File: src/rtl/fetch_stage_pkg.sv
// Shared constants, FSM encoding and IF/ID payload type for the fetch stage.
package fetch_stage_pkg;

  localparam logic [31:0] RESET_PC  = 32'h0000_0000;
  localparam logic [31:0] NOP_INSTR = 32'h0000_0013;

  typedef enum logic [1:0] {
    FETCH = 2'd0,
    HELD  = 2'd1,
    DROP  = 2'd2
  } fetch_state_t;

  typedef struct packed {
    logic [31:0] instr;
    logic [31:0] pc;
    logic [31:0] pcp4;
  } fetch_pkt_t;

  function automatic logic [31:0] align4(input logic [31:0] addr);
    return addr & ~32'h0000_0003;
  endfunction

endpackage

File: src/rtl/fetch_skid.sv
// One-entry skid buffer holding a fetched instruction that decode could not take.
// Load captures in one cycle; drain or clear empties it, clear winning over load.
module fetch_skid (
  input  logic        clk,
  input  logic        rst,
  input  logic        load,
  input  logic        drain,
  input  logic        clear,
  input  logic [31:0] in_data,
  input  logic [31:0] in_pc,
  input  logic [31:0] in_pcp4,
  output logic [31:0] data,
  output logic [31:0] pc,
  output logic [31:0] pcp4,
  output logic        full
);
  import fetch_stage_pkg::*;

  always_ff @(posedge clk or posedge rst) begin
    if (rst) begin
      full <= 1'b0;
      data <= NOP_INSTR;
      pc   <= RESET_PC;
      pcp4 <= RESET_PC;
    end else if (clear || drain) begin
      full <= 1'b0;
    end else if (load) begin
      full <= 1'b1;
      data <= in_data;
      pc   <= in_pc;
      pcp4 <= in_pcp4;
    end
  end

endmodule

File: src/rtl/fetch_stage.sv
// Instruction fetch with IF/ID register, stall skid buffer and redirect handling.
// One instruction per cycle with 0-wait memory; a started request is never withdrawn.
module fetch_stage (
  input  logic        clk,
  input  logic        rst,
  input  logic        stall,
  input  logic        pcsrc,
  input  logic [31:0] pctgt,
  output logic        imem_req,
  output logic [31:0] imem_addr,
  input  logic        imem_ready,
  input  logic [31:0] imem_rdata,
  output logic [31:0] instr,
  output logic [31:0] pcd,
  output logic [31:0] pcp4,
  output logic        validd
);
  import fetch_stage_pkg::*;

  fetch_state_t state;
  logic         req;
  logic [31:0]  pc;
  logic [31:0]  tgt;
  fetch_pkt_t   ifid;
  logic         valid_q;

  logic        comp;
  logic [31:0] redir;
  logic [31:0] pc_inc;
  logic        deliver_mem;
  logic        skid_load;
  logic        skid_drain;
  logic [31:0] skid_data;
  logic [31:0] skid_pc;
  logic [31:0] skid_pcp4;
  logic        skid_full;

  assign comp        = req & imem_ready;
  assign redir       = align4(pctgt);
  assign pc_inc      = pc + 32'd4;
  assign deliver_mem = (state == FETCH) && comp && !stall && !pcsrc;
  assign skid_load   = (state == FETCH) && comp && stall && !pcsrc;
  assign skid_drain  = (state == HELD) && skid_full && !stall && !pcsrc;

  assign imem_req  = req;
  assign imem_addr = pc;
  assign instr     = ifid.instr;
  assign pcd       = ifid.pc;
  assign pcp4      = ifid.pcp4;
  assign validd    = valid_q;

  fetch_skid u_skid (
    .clk     (clk),
    .rst     (rst),
    .load    (skid_load),
    .drain   (skid_drain),
    .clear   (pcsrc),
    .in_data (imem_rdata),
    .in_pc   (pc),
    .in_pcp4 (pc_inc),
    .data    (skid_data),
    .pc      (skid_pc),
    .pcp4    (skid_pcp4),
    .full    (skid_full)
  );

  // req is low only out of reset and while parked in HELD
  always_ff @(posedge clk or posedge rst) begin
    if (rst) begin
      state <= FETCH;
      req   <= 1'b0;
    end else begin
      case (state)
        FETCH: begin
          req <= 1'b1;
          if (pcsrc && req && !imem_ready) begin
            state <= DROP;
          end else if (!pcsrc && comp && stall) begin
            state <= HELD;
            req   <= 1'b0;
          end
        end
        HELD: begin
          if (pcsrc || !stall) begin
            state <= FETCH;
            req   <= 1'b1;
          end
        end
        DROP: begin
          if (comp) state <= FETCH;
        end
        default: begin
          state <= FETCH;
          req   <= 1'b1;
        end
      endcase
    end
  end

  // pc drives imem_addr, so a redirect during an open request parks in tgt
  always_ff @(posedge clk or posedge rst) begin
    if (rst) begin
      pc  <= RESET_PC;
      tgt <= RESET_PC;
    end else begin
      case (state)
        FETCH: begin
          if (pcsrc) begin
            if (comp || !req) pc  <= redir;
            else              tgt <= redir;
          end else if (comp) begin
            pc <= pc_inc;
          end
        end
        HELD: begin
          if (pcsrc) pc <= redir;
        end
        DROP: begin
          if (pcsrc) tgt <= redir;
          if (comp)  pc  <= pcsrc ? redir : tgt;
        end
        default: pc <= pc;
      endcase
    end
  end

  // Decode consumes whenever stall is low, so an empty cycle becomes a bubble
  always_ff @(posedge clk or posedge rst) begin
    if (rst) begin
      ifid    <= '{instr: NOP_INSTR, pc: RESET_PC, pcp4: RESET_PC};
      valid_q <= 1'b0;
    end else if (pcsrc) begin
      ifid.instr <= NOP_INSTR;
      valid_q    <= 1'b0;
    end else if (deliver_mem) begin
      ifid    <= '{instr: imem_rdata, pc: pc, pcp4: pc_inc};
      valid_q <= 1'b1;
    end else if (skid_drain) begin
      ifid    <= '{instr: skid_data, pc: skid_pc, pcp4: skid_pcp4};
      valid_q <= 1'b1;
    end else if (!stall) begin
      ifid.instr <= NOP_INSTR;
      valid_q    <= 1'b0;
    end
  end

endmodule
File: config.mk
export PLATFORM = sky130hd
export DESIGN_NAME = fetch_stage
export DESIGN_NICKNAME = d
export VERILOG_FILES = /design/src/rtl/fetch_stage_pkg.sv /design/src/rtl/fetch_skid.sv /design/src/rtl/fetch_stage.sv
export SDC_FILE = /design/constraint.sdc
export NUM_CORES = 1
export LEC_CHECK = 0
export BUFFER_PORTS_ARGS = -buffer_cell sky130_fd_sc_hd__buf_2
export CAP_MARGIN = 20
export CORE_MARGIN = 5
export CORE_UTILIZATION = 45
export CTS_CLUSTER_DIAMETER = 30
export DETAILED_ROUTE_END_ITERATION = 8
export PLACE_DENSITY = 0.66
export SLEW_MARGIN = 20
export SYNTH_ARGS = -nofsm -noshare
export SYNTH_HDL_FRONTEND = slang
export SYNTH_SLANG_ARGS = --single-unit
File: constraint.sdc
create_clock -name clk -period 22.8 [get_ports clk]
set_clock_uncertainty 0.2 [all_clocks]
set_input_delay 2.28 -clock clk [delete_from_list [all_inputs] [get_ports clk]]
set_output_delay 2.28 -clock clk [all_outputs]
set_load 0.02 [all_outputs]
==> results of run 1 <==
[flip-flops by register name (all words and copies together) (netlist names)]
register     flops
pcd             32
instr           32
u_skid.data     32
u_skid.pc       30
validd           1
imem_req         1
u_skid.full      1
u_skid.pcp4     32
pcp4            30
tgt             32
state            2
imem_addr       32
[through the flow]
| step | hold slack (ns) | setup slack (ns) |
|---|---|---|
| 3_3_place_gp | 0.246 | 17.40 |
| 6_report | 0.251 | 17.91 |
| 2_1_floorplan | 0.236 | 13.26 |
| 4_1_cts | 0.257 | 17.91 |
| 5_1_grt | 0.282 | 17.70 |
| 3_5_place_dp | 0.249 | 17.37 |
[power by group through the flow]
stage	registers [W]	clock network [W]	logic, W
CTS	0.000818	0.000944	0.000735
floorplan	0.000852	0	0.000456
finish	0.000820	0.000930	0.000727
global placement	0.000814	0	0.000713
global route	0.000847	0.000970	0.000801
detailed placement	0.000822	0	0.000729
[cells by family after synthesis]
kind of cell	synth area share (%)
buffers and inverters	4.70
AO/OA/AOI/OAI	15.7
adder cells (fa/ha/maj)	0.508
flip-flops	52.2
XOR/XNOR	1.99
AND/OR/NAND/NOR	18.5
multiplexers	6.37
[final cells by class]
cell class              instances  share of cell area, %
clock buffers                  88                   12.1
inverters                       8                  0.240
diodes                          1                 0.0160
clock inverters                30                   2.48
flip-flops and latches        257                   41.2
repair buffers                212                   7.07
multi-input cells             864                   34.2
well taps                     341                   2.73
[worst max-delay path, delay by kind of cell]
| family | cells | cell delay, ns |
|---|---|---|
| mux | 1 | 0.37 |
| compound gates | 1 | 0.18 |
| buf+inv | 3 | 1.13 |
| simple gates | 2 | 1.09 |
[worst paths after layout]
| kind | startpoint | end | slack, ns | depth (start not counted) |
|---|---|---|---|---|
| worst min register to register | u_skid.data[0]$_DFFE_PP1P_ | u_skid.data[0]$_DFFE_PP1P_ | 0.25 | 2 |
| max in group asynchronous | rst | tgt[25]$_DFFE_PP0P_ | 19.26 | 3 |
| worst max-delay path | pcsrc | tgt[25]$_DFFE_PP0P_ | 17.91 | 7 |
| min in group asynchronous | rst | pcd[0]$_DFFE_PP0P_ | 1.72 | 2 |
| worst min-delay path | u_skid.data[0]$_DFFE_PP1P_ | u_skid.data[0]$_DFFE_PP1P_ | 0.25 | 2 |
| worst max register to register | state[1]$_DFFE_PP0P_ | pcp4[23]$_DFFE_PP0P_ | 19.42 | 7 |
[routing by layer]
metal  GRT usage [%]  vias up  wire [um]
met5               0        -         46
met4            8.71        8       1130
li1                -     4748          -
met1            29.6     4876      14800
met3            5.34       85       2440
met2            34.9      373      16000
[cell usage after synthesis, drive strengths merged, types with 15 or more instances]
master	instances	area [sq um]
o31ai	15	113
nor3	15	105
and3	35	219
nand2	302	1130
a211oi	30	225
o21ai	81	405
a221oi	21	184
clkbuf	55	208
a21oi	51	255
nand3	24	133
nor2	31	119
a221o	38	380
buf	63	342
mux2	35	394
xnor2	21	184
nor2b	31	194
mux2i	39	390
dfrtp	251	6280
==> out/metrics.yaml, run 1 <==
num_vias: 10100
cts-root-buf: "clkbuf_16"
cts.repair.resized: 0
tightest_slew_ns: 1.04
power_w: 0.00248
setup_tns_ns: 0
place_area_sq_um: 13300
clockBufferDepth: 3
ys_async_sr_fraction_pct: 100
drv_cap: 0
fill_cells: 2305
final_area_sq_um: 15600
hold_class: "flip-flop to flip-flop"
final_common_cell: "nand2_1"
start_util_pct: 45.7
grt_remaining_overflow: 0
swShare_pct: 35.8
first_global_vias: 10000
synth_edf_count: 0
yosysUniqueCellTypes: 64
end_kind: "flip-flop"
synth_seq_area_share_pct: 52.2
multiInputGateArea_sq_um: 5340
crit_path_max_incr_delay_ns: 0.81
areaGrowthSynthToFinish_pct: 26.8
path_max_fanout: 83
seq_power_share_pct: 33.1
grt_setup_unrepaired: "no"
antenna_left: 0
startpoint_type: "primary input"
pwr-share-comb_pct: 29.3
ys.warnings.count: 0
post-route-min-period_ns: 4.90
slew_violations: 0
worstPathArrival_ns: 5.10
timing.slew.headroom_pct: 30.2
pin_count: 199
avgRoutedWirePerCell_um: 19.1
dieArea_sq_um: 30800
leakage_nw: 7.31
critPathSlowestCell: "nor3_4"
finalNetCount: 1483
cts_num_sinks: 257
layout-drive-gt1-share_pct: 26.9
ir_drop_mv: 0.0959
final_hold_viol_count: 0
rows: 60
power_frac_clock_pct: 37.5
fin_crit_sh_pct: 21.5
placed_cells: 1682
grt_pass1_wl_mm: 55.1
final_cell_count_no_fill: 1801
synthCells: 1247
pwr_density_cell_nw_per_um2: 158
setup-violations-final: 0
internal-power_w: 0.00159
syn_avg_cell_area_sq_um: 9.88
critPathKind: "primary input to flip-flop"
wl_mm: 34.5
hpwl_mm: 21.4
clkTransAtPathRegs_ns: 0.04
gp_congestion: 0.811
ys_ff_latch: 257
fp.dieH_um: 175
worstSkewPairLatency_ns: 0.54
drc_errors: 0
core_sq_um: 27000
die_x_um: 175
crit_top_cell: "buf_4"
synthesis.area_sq_um: 12300
cts_setup_buffers: 0
htree_levels: 3
fmax_mhz: 204
worstPathRequired_ns: 23.00
utilization_pct: 58.0
layout_common_cells: "302 x nand2_1, 251 x dfrtp_1, 196 x buf_2, 72 x o21ai_0, 67 x clkbuf_16"
status: "finished, final reports clean"
cts_tree: "done"
drtIter0Drc: 749
drt_first_pass_iters: 5
seq_area_sq_um: 6440
p_switching_w: 0.000887
avgViaCountPerCell: 5.60
io_buffers: 196
cp_cell_sequence: "buf_2, buf_4, nor2b_1, a21boi_1, nor3_4, buf_4, mux2_2"
antenna_found_initial: 5
synth-main-ff-cell: "dfrtp_1"
hold_buffers: 0
synth.net_count: 1321
grt_start_max_net_pins: 114
grtUsageTotal_pct: 22.1
cts_inserted_buffers: 66
Note: power is estimated with default switching activity, not from simulation.
==> inputs of run 2 (changes only) <==
==> constraint.sdc (replaced) <==
create_clock -name clk -period 4.6 [get_ports clk]
set_clock_uncertainty 0.2 [all_clocks]
set_input_delay 0.46 -clock clk [delete_from_list [all_inputs] [get_ports clk]]
set_output_delay 0.46 -clock clk [all_outputs]
set_load 0.02 [all_outputs]
==> run 2 against run 1 <==
Effect of this change:
- die area unchanged
- hold slack got worse by 0.24 ns
- final area is 4.7% higher
- count of clock-buffer cells in the layout shrank 2
- clock power grew to 5.2 times the previous value
- critical path depth shrank 1
- sequential share of layout area down 1.8 points
- register-to-register slack worse by 18 ns
- critical endpoint is now tgt[8]$_DFFE_PP0P_
==> out/metrics.yaml, run 2 (same netlist as run 1, synthesis figures left out) <==
status: "finished, final reports clean"  # unchanged
fin_crit_sh_pct: 66.9
clockBufferDepth: 3  # unchanged
internal-power_w: 0.00809  # was 0.00159 W
pwr-share-comb_pct: 29.0  # was 29.3%
worstPathArrival_ns: 3.29  # was 5.10 ns
num_vias: 10300  # was 10100
htree_levels: 3  # unchanged
tightest_slew_ns: 0.990  # was 1.04 ns
drv_cap: 0  # unchanged
cts_tree: "done"  # unchanged
wl_met2_mm: 16.8  # was 16.0 mm
io_buffers: 196  # unchanged
grtUsageTotal_pct: 22.6  # was 22.1%
hold_class: "primary input to flip-flop"  # was flip-flop to flip-flop
fp.dieH_um: 175  # unchanged
worstPathRequired_ns: 4.81  # was 23.00 ns
layout_common_cells: "302 x nand2_1, 251 x dfrtp_1, 196 x buf_2, 72 x o21ai_0, 68 x clkbuf_16"  # was 302 x nand2_1, 251 x dfrtp_1, 196 x buf_2, 72 x o21ai_0, 67 x clkbuf_16
pin_count: 199  # unchanged
die_x_um: 175  # unchanged
finalNetCount: 1548  # was 1483
worstReg2RegStart: "state[0]$_DFFE_PP0P_"  # was state[1]$_DFFE_PP0P_
avgViaCountPerCell: 5.55  # was 5.60
grt_remaining_overflow: 0  # unchanged
first_global_vias: 10400  # was 10000
dr_wl_met3_mm: 2.39  # was 2.44 mm
end_kind: "flip-flop"  # unchanged
n_antenna_cell: 0  # was 1
worstSetupStartpoint: "state[0]$_DFFE_PP0P_"  # was pcsrc
dieArea_sq_um: 30800  # unchanged
whs_path_depth: 2  # unchanged
wl_mm: 35.3  # was 34.5 mm
hpwl_mm: 21.8  # was 21.4 mm
rows: 60  # unchanged
grt_start_max_net_pins: 136  # was 114
cts_num_sinks: 257  # unchanged
post-route-min-period_ns: 3.08
slew_violations: 0  # unchanged
hold_path.startpoint: "pctgt[31]"  # was u_skid.data[0]$_DFFE_PP1P_
rr_worst_depth: 6  # was 7
fill_cells: 2166  # was 2305
critPathKind: "flip-flop to flip-flop"  # was primary input to flip-flop
antenna_found_initial: 0  # was 5
ir_drop_mv: 0.467  # was 0.0959 mV
grt_pass1_wl_mm: 56.6  # was 55.1 mm
cts-root-buf: "clkbuf_16"  # unchanged
cts_inserted_buffers: 67  # was 66
seq_power_share_pct: 32.6  # was 33.1%
setup_tns_ns: 0  # unchanged
final_common_cell: "nand2_1"  # unchanged
routedLengthMet1_mm: 15.0  # was 14.8 mm
setup-violations-final: 0  # unchanged
power_frac_clock_pct: 38.4  # was 37.5%
pwr_density_cell_nw_per_um2: 765  # was 158 nW/um^2
areaGrowthSynthToFinish_pct: 32.8  # was 26.8%
whs_ns: 0.0156  # was 0.251 ns
gp_congestion: 0.831  # was 0.811
grt_setup_unrepaired: "no"  # unchanged
avgRoutedWirePerCell_um: 19.0  # was 19.1 um
worstSkewPairLatency_ns: 0.54  # about the same
drtIter0Drc: 794  # was 749
fmax_mhz: 325
cts.repair.resized: 0  # unchanged
drt_first_pass_iters: 5  # unchanged
layout-drive-gt1-share_pct: 26.2  # was 26.9%
drc_errors: 0  # unchanged
start_util_pct: 45.7  # unchanged
path_max_fanout: 21  # was 83
leakage_nw: 7.61  # was 7.31 nW
p_switching_w: 0.00443  # was 0.000887 W
swShare_pct: 35.4  # was 35.8%
timing.slew.headroom_pct: 34.0  # was 30.2%
clkTransAtPathRegs_ns: 0.05  # was 0.04 ns
top_layer: "met4"  # was met5
startpoint_type: "flip-flop"  # was primary input
core_sq_um: 27000  # unchanged
final_hold_viol_count: 0  # unchanged
antenna_left: 0  # unchanged
[run 2: power groups by stage]
stage	combinational, W	sequential, W	clock [W]
2_1_floorplan	0.00226	0.00422	0
3_5_place_dp	0.00360	0.00409	0
6_report	0.00364	0.00408	0.00480
3_3_place_gp	0.00352	0.00405	0
5_1_grt	0.00400	0.00421	0.00502
4_1_cts	0.00367	0.00407	0.00488
[run 2: worst paths after layout]
path	endpoint	slack [ns]
min in group asynchronous	u_skid.pc[21]$_DFFE_PP0P_	0.51
worst max-delay path	tgt[8]$_DFFE_PP0P_	1.52
worst min-delay path	tgt[31]$_DFFE_PP0P_	0.02
worst max register to register	tgt[8]$_DFFE_PP0P_	1.52
worst min register to register	u_skid.data[4]$_DFFE_PP1P_	0.25
max in group asynchronous	pcp4[31]$_DFFE_PP0P_	3.09
[run 2: layout make-up]
| class | count | area [sq um] | share of cell area [%] |
|---|---|---|---|
| Sequential cell | 257 | 6440 | 39.4 |
| Clock buffer | 86 | 1910 | 11.7 |
| Inverter | 8 | 33.8 | 0.206 |
| Clock inverter | 31 | 447 | 2.73 |
| Tap cell | 341 | 427 | 2.61 |
| Multi-Input combinational cell | 864 | 5340 | 32.6 |
| Timing Repair Buffer | 276 | 1770 | 10.8 |
[run 2: repair_timing]
action / 4_1_cts / 5_1_grt
hold buffers: 60 / 0
hold endpoints to repair: 120 / 0
endpoints found under the setup margin: 0 / 0
buffers inserted: 0 / 0
[run 2: metal layers]
layer  global-route usage (%)  up-vias
met5                        0        -
met4                     9.49        0
met3                     5.08       82
met2                     36.9      361
met1                     29.3     5015
li1                         -     4874
[run 2: worst max-delay path, stage by stage (launching register included)]
cell	delay, ns
dfrtp_1	0.43
inv_1	0.12
ha_1	0.60
nor2_1	0.17
nor3_4	0.57
buf_4	0.44
mux2_2	0.38
[run 2: through the flow]
stage               util (%)  total power [W]  std cells  worst slack, ns  instance area [sq um]
finish                  60.7           0.0125       1863             1.52                  16400
global route            60.7           0.0132       1863             1.36                  16400
CTS                     60.7           0.0126       1863             1.55                  16400
detailed placement      49.7          0.00769       1686             1.54                  13400
global placement        49.7          0.00757       1686             1.59                  13400
floorplan                  -          0.00648       1247            0.559                  12300
